`config.mk`:
```
export PLATFORM = sky130hd
export DESIGN_NAME = cla_adder_pipe
export DESIGN_NICKNAME = d
export VERILOG_FILES = /design/src/rtl/cla_adder_pipe.sv
export SDC_FILE = /design/constraint.sdc
export NUM_CORES = 1
export LEC_CHECK = 0
export ABC_CLOCK_PERIOD_IN_PS = 11000
export CAP_MARGIN = 20
export CORE_UTILIZATION = 47
export CTS_CLUSTER_DIAMETER = 30
export DETAILED_ROUTE_END_ITERATION = 10
export HOLD_SLACK_MARGIN = 0.12
export PLACE_DENSITY = 0.73
export SETUP_SLACK_MARGIN = 0.3
export SLEW_MARGIN = 5
export SYNTH_ARGS = -nofsm -noshare
export SYNTH_HDL_FRONTEND = slang
export SYNTH_SLANG_ARGS = --single-unit
```
`constraint.sdc`:
```
create_clock -name clk -period 11 [get_ports clk]
set_clock_uncertainty 0.1 [all_clocks]
set_input_delay 3.3 -clock clk [delete_from_list [all_inputs] [get_ports clk]]
set_output_delay 3.3 -clock clk [all_outputs]
set_load 0.01 [all_outputs]
```
`src/rtl/cla_adder_pipe.sv`:
```
// Pipelined carry-lookahead adder/subtractor: one BLOCK-bit lookahead block per stage,
// carry and unconsumed operand bits registered stage to stage, global-stall valid/ready.
module cla_adder_pipe #(
   parameter int WIDTH = 16,
   parameter int BLOCK = 4
) (
   input  logic             clk,
   input  logic             rst,
   input  logic             in_valid,
   output logic             in_ready,
   input  logic [WIDTH-1:0] a,
   input  logic [WIDTH-1:0] b,
   input  logic             cin,
   input  logic             sub,
   output logic             out_valid,
   input  logic             out_ready,
   output logic [WIDTH-1:0] sum,
   output logic             cout,
   output logic             ovf
);
   localparam int NUM_BLK = WIDTH / BLOCK;

   // Every carry is a flat sum-of-products of g/p terms and c0, no ripple through c[i].
   function automatic logic [BLOCK:0] cla_carries(input logic [BLOCK-1:0] gen,
                                                  input logic [BLOCK-1:0] prp,
                                                  input logic             c0);
      logic [BLOCK:0] cc;
      logic           term;
      logic           acc;
      cc    = '0;
      cc[0] = c0;
      for (int i = 0; i < BLOCK; i++) begin
         acc = c0;
         for (int j = 0; j <= i; j++) acc &= prp[j];
         for (int j = 0; j <= i; j++) begin
            term = gen[j];
            for (int m = j + 1; m <= i; m++) term &= prp[m];
            acc |= term;
         end
         cc[i+1] = acc;
      end
      return cc;
   endfunction

   logic             advance;
   logic             rdy_d;
   logic             rdy_q;
   logic [WIDTH-1:0] b_eff;

   always_comb begin
      advance  = ~out_valid | out_ready;
      in_ready = rdy_q & advance;
      rdy_d    = 1'b1;
      b_eff    = sub ? ~b : b;
   end

   // Holds in_ready low for the first cycle after reset release.
   always_ff @(posedge clk or posedge rst) begin
      if (rst) rdy_q <= 1'b0;
      else     rdy_q <= rdy_d;
   end

   for (genvar k = 0; k < NUM_BLK; k++) begin : g_stg
      localparam int REM = WIDTH - (k + 1) * BLOCK;
      localparam int SW  = (k + 1) * BLOCK;

      logic             valid_in;
      logic             c_in;
      logic             load;
      logic [BLOCK-1:0] a_blk;
      logic [BLOCK-1:0] b_blk;
      logic [BLOCK-1:0] g;
      logic [BLOCK-1:0] p;
      logic [BLOCK-1:0] blk_sum;
      logic [BLOCK:0]   c;
      logic [SW-1:0]    sum_new;
      logic [SW-1:0]    sum_d;
      logic [SW-1:0]    sum_q;
      logic             valid_d;
      logic             valid_q;
      logic             carry_d;
      logic             carry_q;

      if (k == 0) begin : g_src
         always_comb begin
            valid_in = in_valid & rdy_q;
            a_blk    = a[BLOCK-1:0];
            b_blk    = b_eff[BLOCK-1:0];
            c_in     = sub | cin;
         end
      end else begin : g_src
         always_comb begin
            valid_in = g_stg[k-1].valid_q;
            a_blk    = g_stg[k-1].g_ops.a_q[BLOCK-1:0];
            b_blk    = g_stg[k-1].g_ops.b_q[BLOCK-1:0];
            c_in     = g_stg[k-1].carry_q;
         end
      end

      always_comb begin
         g       = a_blk & b_blk;
         p       = a_blk ^ b_blk;
         c       = cla_carries(g, p, c_in);
         blk_sum = p ^ c[BLOCK-1:0];
      end

      if (k == 0) begin : g_sum
         always_comb sum_new = blk_sum;
      end else begin : g_sum
         always_comb sum_new = {blk_sum, g_stg[k-1].sum_q};
      end

      // Data only loads with a valid token, so idle X on the inputs never reaches sum.
      always_comb begin
         load    = advance & valid_in;
         valid_d = advance ? valid_in : valid_q;
         carry_d = load ? c[BLOCK] : carry_q;
         sum_d   = load ? sum_new : sum_q;
      end

      always_ff @(posedge clk or posedge rst) begin
         if (rst) begin
            valid_q <= 1'b0;
            carry_q <= 1'b0;
            sum_q   <= '0;
         end else begin
            valid_q <= valid_d;
            carry_q <= carry_d;
            sum_q   <= sum_d;
         end
      end

      if (REM > 0) begin : g_ops
         logic [REM-1:0] a_nxt;
         logic [REM-1:0] b_nxt;
         logic [REM-1:0] a_d;
         logic [REM-1:0] a_q;
         logic [REM-1:0] b_d;
         logic [REM-1:0] b_q;

         if (k == 0) begin : g_opsrc
            always_comb begin
               a_nxt = a[WIDTH-1:BLOCK];
               b_nxt = b_eff[WIDTH-1:BLOCK];
            end
         end else begin : g_opsrc
            always_comb begin
               a_nxt = g_stg[k-1].g_ops.a_q[REM+BLOCK-1:BLOCK];
               b_nxt = g_stg[k-1].g_ops.b_q[REM+BLOCK-1:BLOCK];
            end
         end

         always_comb begin
            a_d = load ? a_nxt : a_q;
            b_d = load ? b_nxt : b_q;
         end

         always_ff @(posedge clk or posedge rst) begin
            if (rst) begin
               a_q <= '0;
               b_q <= '0;
            end else begin
               a_q <= a_d;
               b_q <= b_d;
            end
         end
      end

      if (k == NUM_BLK - 1) begin : g_out
         logic ovf_d;
         logic ovf_q;

         always_comb ovf_d = load ? (c[BLOCK-1] ^ c[BLOCK]) : ovf_q;

         always_ff @(posedge clk or posedge rst) begin
            if (rst) ovf_q <= 1'b0;
            else     ovf_q <= ovf_d;
         end

         always_comb begin
            out_valid = valid_q;
            sum       = sum_q;
            cout      = carry_q;
            ovf       = ovf_q;
         end
      end
   end
endmodule

```
# Word-level counts from Yosys, hierarchy flattened
# Index checks and enable logic that the tools add are counted.
dict set report word_totals {
  regBits 98
  input_bits 38
  output_inout_bits 20
  word_cells 124
}
dict set report op_classes {
  n_mux 1
  bitwise_logic 103
}
# operator count
set op_table {}
lappend op_table {{AND 1 bit} 46}
lappend op_table {{bitwise OR 1 bit} 42}
lappend op_table {{bitwise XOR 4 bit} 8}
lappend op_table {{AND 4 bit} 4}
lappend op_table {{two-way mux 16 bit} 1}
lappend op_table {{inverter 16 bit} 1}
lappend op_table {{inverter 1 bit} 1}
lappend op_table {{bitwise XOR 1 bit} 1}

# Depth between registers and ports, before layout
dict set report depth {
  word_depth 11
  mapped_depth 8
  depth_no_buf 6
}

# Worst setup path after synthesis
# OpenSTA, ideal clock, no wires.
dict set report synth_timing {
  path_type {input port to output port}
  startpoint {input port out_ready}
  endpoint {output port in_ready}
  arrival_ns 3.755
  required_ns 7.600
  setup_slack_ns 3.845
  cell_stages 3
  n_path_buf 1
  cell_sequence {nand2b_4 -> buf_12 -> and2_1}
}
dict set report synth_via {
  elab_chain_cells 2
}
# element line_no
set synth_lines {}
lappend synth_lines {{from (decl)} 16} ;# input logic out_ready,
lappend synth_lines {{bitwise OR 1 bit} 51} ;# advance = ~out_valid | out_ready;
lappend synth_lines {{AND 1 bit} 52} ;# in_ready = rdy_q & advance;
lappend synth_lines {{to (decl)} 10} ;# output logic in_ready,
# No other way between the ends.

# Worst setup path in the final report
# Same ends and word-level chain as after synthesis.

==> flow_summary.toml <==
[sta]
period_share = 0.736
finalSetupTns_ns = 0
holdWs_ns = 0.402
fin_crit_ns = 8.10
hold_viol = 0
drv_slew = 0
setup_viol = 0
worst_slack_ns = 2.90
timing.slew.headroom = 0.447
rsz0062_at_grt = "false"
timing.fmax_mhz = 124
tightest_slew_ns = 0.827

[route]
firstDrtPassIters = 5
num_vias = 2696
drtAntennaViolNets = 0
routedWlPerCell_um = 14.3
drt_wl_total_mm = 7.65
drcViolationCount = 0
avgViaCountPerCell = 5.04
drt_iter0_markers = 96

[synth]
synth.area.top_cells = "dfrtp_1, mux2_4, ha_1"
synth_top_family_by_area = "multiplexers"
synth_fp_nets = 404
synth-main-ff-cell = "dfrtp_1"
synthArstFlopShare = 1.00
synth_edf_count = 0
ys_types = 38
synth_compound_area_frac = 0.112
muxShareOfSynthArea = 0.179
synth_cells = 342
synthTopCellsByCount = "dfrtp_1, o21ai_0, mux2_4"
avgSynthCellArea_sq_um = 13.7
synth_fa_ha_area_frac = 0.0705
synth-xor-area-share = 0.0374
syn_area_sq_um = 4690
yosysWarningCount = 0
synth_seq_area_share = 0.523
synth_seq_cells = 98
synth_top_area_frac = 0.523
synth.largest_area_cell = "dfrtp_1"
synthSimpleGateAreaFrac = 0.0374
yosysMostFrequentCell = "dfrtp_1"

[worst_setup_path]
startpoint = "out_ready"
r2r_end = "ovf"
r2r.worst_path.cells = 5
reg2reg_slack_ns = 9.13
critPathMaxFanout = 11
endpoint = "in_ready"
worstReg2RegStart = "g_stg[2].g_ops.a_q[0]"
path_class = "input port to output pin"
endpoint_kind = "output pin"
arrival_ns = 4.70
startpoint_type = "input port"
worst_ep_required_time_ns = 7.60

[cells_and_area]
final_cells = 535
final_util = 0.568
drive_above_1_share = 0.216
antennaDiodeCount = 0
fin_area_sq_um = 5530
syn2layout_area_growth_pct = 18.0
num-nets-final = 459
fillers = 815

[clock_network]
root_buffer = "clkbuf_8"
clock-sinks = 98
cts.htree.levels = 3
postCtsSetupBuffers = 0
cts_max_path_buffers = 2
clock_latency_ns = 0.36
ctsResizeCount = 0
cts_buffers = 9
clk_pin_slew_ns = 0.09
tritoncts = "built"
cts-hold-fix-buffers = 0

[floorplan]
die_w_um = 102
io_pins = 58
floorplan.rows = 36
chipHeight_um = 102
coreArea_sq_um = 9730
die-area_sq_um = 10400
start_util = 0.482

[placement]
routabilityCongestion = 0.803
dpl.hpwl_mm = 5.60
placed_cells = 519
place_worst_setup_slack_ns = 2.91
port_buffers = 57
placed_cell_area_sq_um = 5300

[global_routing]
grt.overflow.total = 0
track_usage = 0.166
grt_pass1_wl_mm = 13.3
grt_max_degree = 62
grt_antenna_before_repair = 0
grt_pass1_vias = 2737

[hold_path]
min_path_type = "flop to flop"

[flow_run]
maxCapViolCount = 0

[power_and_ir_drop]
p_per_area_nw_per_um2 = 260
peakVddDrop_mv = 0.0770
p_leak_nw = 2.56
power.total_mw = 1.44

[outcome]
status = "completed"
sequential cells by signal, summed over array words and instances (netlist names):
name and count:
g_stg.sum_q 24, sum 16, cout 1, rdy_q 1
out_valid 1, ovf 1, g_stg.carry_q 3, g_stg.g_ops.b_q 24
g_stg.valid_q 3, g_stg.g_ops.a_q 24
layer usage:
| layer | global-route usage | wire, um | vias up | share of wire |
|---|---|---|---|---|
| li1 | - | - | 1325 | - |
| met1 | 0.223 | 3700 | 1298 | 0.48 |
| met2 | 0.272 | 3530 | 59 | 0.46 |
| met3 | 0.0246 | 266 | 14 | 0.035 |
| met4 | 0.0692 | 153 | 0 | 0.020 |
| met5 | 0 | 0 | - | 0 |
kinds of logic (layout without fill, tap and decap cells):
family | Yosys count | after routing
AO/OA/AOI/OAI | 86 | 86
XOR/XNOR | 20 | 20
adder cells (fa/ha/maj) | 24 | 24
buffers and inverters | 28 | 88
flip-flops | 98 | 98
multiplexers | 61 | 61
other | 1 | 1
AND/OR/NAND/NOR | 24 | 24
cells in the final DEF (no fill, tap or decap), types with 3 or more instances in the layout:
cell type / n
dfrtp_1: 98
clkdlybuf4s50_1: 57
o21ai_0: 50
mux2_4: 41
mux2_2: 20
ha_1: 20
inv_1: 13
xnor2_1: 13
o21a_1: 12
clkbuf_8: 9
nor3_1: 8
o31ai_1: 8
xor2_1: 7
o211a_1: 4
a21o_1: 4
fa_1: 4
clkinv_4: 3
power breakdown:
part | internal, mW | switching (mW) | total [mW]
Clock | 0.130 | 0.125 | 0.255
Combinational | 0.335 | 0.234 | 0.569
Sequential | 0.514 | 0.0976 | 0.611
worst min path at each step:
stage / startpoint / to / slack, ns / cells after the start
floorplan: g_stg[2].sum_q[10] / g_stg[2].sum_q[10] / 0.35 / 2
global placement: g_stg[0].sum_q[0] / g_stg[1].sum_q[0] / 0.39 / 1
detailed placement: g_stg[0].g_ops.b_q[10] / g_stg[1].g_ops.b_q[6] / 0.39 / 1
CTS: g_stg[0].g_ops.b_q[5] / g_stg[1].g_ops.b_q[1] / 0.41 / 1
global route: g_stg[1].g_ops.a_q[7] / g_stg[2].g_ops.a_q[3] / 0.42 / 1
finish: g_stg[0].g_ops.b_q[7] / g_stg[1].g_ops.b_q[3] / 0.40 / 1
cell type report:
class | instances | area [sq um] | share of cell area
timing repair buffer | 58 | 578 | 0.105
multi-input combinational | 216 | 2050 | 0.371
inverter | 14 | 53.8 | 0.00973
sequential | 98 | 2450 | 0.444
tap | 133 | 166 | 0.0301
clock inverter | 7 | 103 | 0.0186
clock buffer | 9 | 124 | 0.0224
worst max-delay path, cell delays in order:
cell	delay, ns
clkdlybuf4s50_1	0.47
nand2b_4	0.25
and2_1	0.15
clkdlybuf4s50_1	0.52
(Power assumes the default switching activity.)
